## config.mk

```make
export PLATFORM = sky130hd
export DESIGN_NAME = serial_paralelo_rx
export DESIGN_NICKNAME = d
export VERILOG_FILES = /design/src/rtl/serial_paralelo_rx.sv
export SDC_FILE = /design/constraint.sdc
export NUM_CORES = 1
export LEC_CHECK = 0
export CORE_UTILIZATION = 47
export CTS_CLUSTER_DIAMETER = 80
export DETAILED_ROUTE_END_ITERATION = 7
export GPL_TIMING_DRIVEN = 0
export PLACE_DENSITY = 0.71
export SLEW_MARGIN = 30
export SYNTH_ARGS = -nofsm -noshare
export SYNTH_HDL_FRONTEND = slang
export SYNTH_SLANG_ARGS = --single-unit
```

## constraint.sdc

```tcl
create_clock -name clk -period 1.64 [get_ports clk]
set_input_delay 0.246 -clock clk [delete_from_list [all_inputs] [get_ports clk]]
set_output_delay 0.246 -clock clk [all_outputs]
set_load 0.1 [all_outputs]
```

## src/rtl/serial_paralelo_rx.sv

```systemverilog
// Receive deserializer: comma byte alignment, link activation,
// and payload delivery with idle/comma suppression.
module serial_paralelo_rx #(
  parameter logic [7:0]  COMMA       = 8'hBC,
  parameter logic [7:0]  IDLE        = 8'h7C,
  parameter int unsigned COMMA_COUNT = 4
) (
  input  logic       clk,
  input  logic       reset,
  input  logic       data_in,
  output logic [7:0] data_out,
  output logic       valid_out,
  output logic       byte_strobe,
  output logic       aligned,
  output logic       active
);

  typedef enum logic [1:0] {
    SEARCH,
    ALIGN,
    ACTIVE
  } state_t;

  state_t      state_q, state_d;
  logic [7:0]  sr_q;
  logic [7:0]  nxt;
  logic [2:0]  bit_cnt_q, bit_cnt_d;
  logic [3:0]  bc_cnt_q, bc_cnt_d;
  logic [7:0]  data_q, data_d;
  logic        valid_q, valid_d;
  logic        strobe_q, strobe_d;
  logic        aligned_q, aligned_d;
  logic        active_q, active_d;
  logic        byte_done;
  logic [4:0]  bc_inc;

  assign nxt       = {sr_q[6:0], data_in};
  assign byte_done = (bit_cnt_q == 3'd7);
  assign bc_inc    = {1'b0, bc_cnt_q} + 5'd1;

  always_comb begin
    state_d   = state_q;
    bit_cnt_d = bit_cnt_q;
    bc_cnt_d  = bc_cnt_q;
    data_d    = data_q;
    valid_d   = 1'b0;
    strobe_d  = 1'b0;
    aligned_d = aligned_q;
    active_d  = active_q;
    unique case (state_q)
      SEARCH: begin
        if (nxt == COMMA) begin
          bit_cnt_d = 3'd0;
          bc_cnt_d  = 4'd1;
          aligned_d = 1'b1;
          if (COMMA_COUNT == 1) begin
            state_d  = ACTIVE;
            active_d = 1'b1;
          end else begin
            state_d = ALIGN;
          end
        end
      end
      ALIGN: begin
        bit_cnt_d = bit_cnt_q + 3'd1;
        if (byte_done) begin
          bit_cnt_d = 3'd0;
          strobe_d  = 1'b1;
          if (nxt == COMMA) begin
            bc_cnt_d = bc_inc[3:0];
            if (bc_inc == 5'(COMMA_COUNT)) begin
              state_d  = ACTIVE;
              active_d = 1'b1;
            end
          end else begin
            // lock lost; sliding search resumes on the next bit
            bc_cnt_d  = 4'd0;
            aligned_d = 1'b0;
            state_d   = SEARCH;
          end
        end
      end
      ACTIVE: begin
        bit_cnt_d = bit_cnt_q + 3'd1;
        if (byte_done) begin
          bit_cnt_d = 3'd0;
          strobe_d  = 1'b1;
          if (nxt != IDLE && nxt != COMMA) begin
            data_d  = nxt;
            valid_d = 1'b1;
          end
        end
      end
      default: state_d = SEARCH;
    endcase
  end

  always_ff @(posedge clk) begin
    if (!reset) begin
      state_q   <= SEARCH;
      sr_q      <= 8'd0;
      bit_cnt_q <= 3'd0;
      bc_cnt_q  <= 4'd0;
      data_q    <= 8'd0;
      valid_q   <= 1'b0;
      strobe_q  <= 1'b0;
      aligned_q <= 1'b0;
      active_q  <= 1'b0;
    end else begin
      state_q   <= state_d;
      sr_q      <= nxt;
      bit_cnt_q <= bit_cnt_d;
      bc_cnt_q  <= bc_cnt_d;
      data_q    <= data_d;
      valid_q   <= valid_d;
      strobe_q  <= strobe_d;
      aligned_q <= aligned_d;
      active_q  <= active_d;
    end
  end

  assign data_out    = data_q;
  assign valid_out   = valid_q;
  assign byte_strobe = strobe_q;
  assign aligned     = aligned_q;
  assign active      = active_q;

endmodule

```

==> out/results.ini <==
[place]
gp_congestion=0.885
hpwl_um=1860
portBuffers=14

[power]
intPower_w=0.000777
clkPwrFrac=0.280
power_density_nw_per_um2=618
power.switching_w=0.000212
combPwrFrac=0.027
ir_worst_vdd_mv=0.522
p_leak_nw=0.550
p_sw_frac=0.214
pwr-share-seq=0.693

[critical_path]
start_kind=flip-flop
slowest_stage=or3b_4
arrival_ns=1.78
path_depth=5
critPathBufInv=0
worstPathCellList=ha_1 -> or3b_4 -> nor3_1 -> a21oi_1 -> a311oi_1
worst_ep_required_time_ns=1.88
crit_fanout=5
end_kind=flip-flop
critPathKind=reg2reg
cp_top_family=simple AND/OR/NAND/NOR gates
critPathMaxStageDelay_ns=0.42
r2r_cells=5

[global_route]
antenna_found_initial=0
use_met2=0.354
grt_overflow=0
grt_max_degree=15
grt_use_total=0.208
grt_use_met1=0.254
grt_pass1_wl_um=4420
grt_pass1_vias=1026
busiest_layer=met2
grtUsageMet3=0.0361

[floorplan]
core_region_area_um2=2540
rows=18
dieArea_um2=2970
io_pins=15
fp.dieH_um=54.5
start_util=0.508
die_x_um=54.5

[logic_synthesis]
yosys.area.top_type_share=0.433
syn-num-nets=143
synthFlopType=dfxtp_1
yosysTopAreaCell=dfxtp_1
synth_area_um2=1290
synth_cells=134
synth_edf_count=0
synth-async-reset-ratio=0
ys_ff_latch=28
yosys_warnings=0
seq_area_frac_synth=0.433
synth_area_leaders=dfxtp_1, ha_1, and2_1
synth.distinct_cells=41
synth.avg_cell_area_um2=9.65

[clocking]
cts_max_level=1
cts.path.max_buffers=2
clock-root-buffer=clkbuf_4
clk-insertion-delay-late_ns=0.32
cts_tree=yes
clkSinkCount=28
postCtsHoldBufs=0
cts.clk_slew.worst_paths_ns=0.14
cts_buffers=3

[sta]
hold_violations=0
period_share=0.943
fin_worst_skew_ns=0.00135
max-slew-margin-rel=0.637
whs_ns=0.488
finalCriticalPeriod_ns=1.55
setup_violations=0
drv_slew=0
fin_tns_setup_ns=0
rsz0062_at_grt=no
worst_pin_slew_ns=0.548
max_freq_ghz=0.647

[drt]
wl_um=2700
first_pass_iters=4
wl_per_cell_um=14.8
routed_via_density=5.97
postRouteAntennaNets=0
drt_iter0_markers=31
vias=1087
drc=0

[min_path]
hold_class=reg2reg
holdPathStages=1

[layout]
diodes=0
final_cell_mix=dfxtp_1, clkdlybuf4s15_2, nor2_1
synthToLayoutAreaGrowth_pct=23.7
layout_commonest_cell=dfxtp_1
nNetsFinal=163
final_layout_size_suffix_gt1_frac=0.257

[flow_run]
maxCapViolCount=0

[run_status]
status=completed

-- stage by stage --
step | utilization | worst slack (ns) | area [µm²] | total power, W | cells
after global placement | 0.578 | -0.116 | 1470 | 0.000730 | 178
after CTS | 0.597 | 0.0136 | 1520 | 0.00101 | 180
after floorplan | - | 0.0553 | 1290 | 0.000716 | 134
after global routing | 0.629 | 0.0130 | 1600 | 0.00103 | 182
final | 0.629 | 0.0940 | 1600 | 0.000989 | 182
after detailed placement | 0.578 | -0.165 | 1470 | 0.000730 | 178
-- power groups by stage --
stage | Clock [W] | Combinational (W) | Sequential (W)
final | 0.000277 | 0.0000269 | 0.000685
after global routing | 0.000311 | 0.0000293 | 0.000687
after CTS | 0.000293 | 0.0000269 | 0.000689
after detailed placement | 0 | 0.0000266 | 0.000704
after global placement | 0 | 0.0000263 | 0.000704
after floorplan | 0 | 0.0000139 | 0.000702
-- logic make-up (layout without fill, tap and decap cells) --
logic type,count (synthesis),after routing,synth area share
and+or+nand+nor,48,48,0.213
AOI/OAI and AO/OA,35,35,0.212
DFF,28,28,0.433
buffers and inverters,11,29,0.0329
adders and majority gates,6,6,0.0580
muxes,5,5,0.0387
xor gates and xnor gates,1,1,0.0126
-- what timing repair did --
item                                    CTS  global route
endpoints found under the hold margin     0             0
pin swaps                                 0             1
gates resized for setup                  42            16
buffers inserted                          0             2
endpoints found under the setup margin   20            11
-- per-layer routing --
layer  share of wire  vias to the layer above
met5               0                        -
met4          0.0056                        0
met3           0.047                        2
met2            0.48                       43
met1            0.47                      508
li1                -                      534
-- cell type report --
| cell class | count | area [µm²] |
|---|---|---|
| Buffer | 4 | 26.3 |
| Clock buffer | 3 | 22.5 |
| Fill cell | 236 | 945 |
| Inverter | 6 | 22.5 |
| Multi-Input combinational cell | 95 | 752 |
| Sequential cell | 28 | 569 |
| Tap cell | 30 | 37.5 |
| Timing Repair Buffer | 16 | 170 |
-- synthesized netlist by cell type, drive strengths merged, types with 2 or more instances --
cell	instances
a211oi	2
nor3	7
o21ai	6
o311ai	4
a31oi	2
nand3	3
clkbuf	4
mux2i	5
a21oi	6
nand2	7
inv	6
nand4	3
o31ai	4
nand4b	2
and2	8
dfxtp	28
nor2	12
o221a	2
ha	6
-- worst register-to-register path, delay by kind of cell, from the launching register on --
kind            cells  cell delay, ns
compound gates      2            0.32
fa+ha+maj           1            0.19
flops               1            0.40
simple gates        2            0.56
-- state kept, by name, indices dropped and copies added, names as in the netlist --
signal,count
byte_strobe,1
valid_out,1
active,1
aligned,1
data_out,8
bit_cnt_q,3
sr_q,7
bc_cnt_q,4
state_q,2
-- worst paths after layout --
check | start | to | slack (ns)
setup / recovery | bc_cnt_q[0]$_SDFFE_PN0P_ | state_q[1]$_SDFFE_PN0P_ | 0.09
hold reg to reg | active$_SDFFE_PN0P_ | active$_SDFFE_PN0P_ | 0.49
setup reg to reg | bc_cnt_q[0]$_SDFFE_PN0P_ | state_q[1]$_SDFFE_PN0P_ | 0.09
hold / removal | active$_SDFFE_PN0P_ | active$_SDFFE_PN0P_ | 0.49
Power figures use the tool's default switching activity.
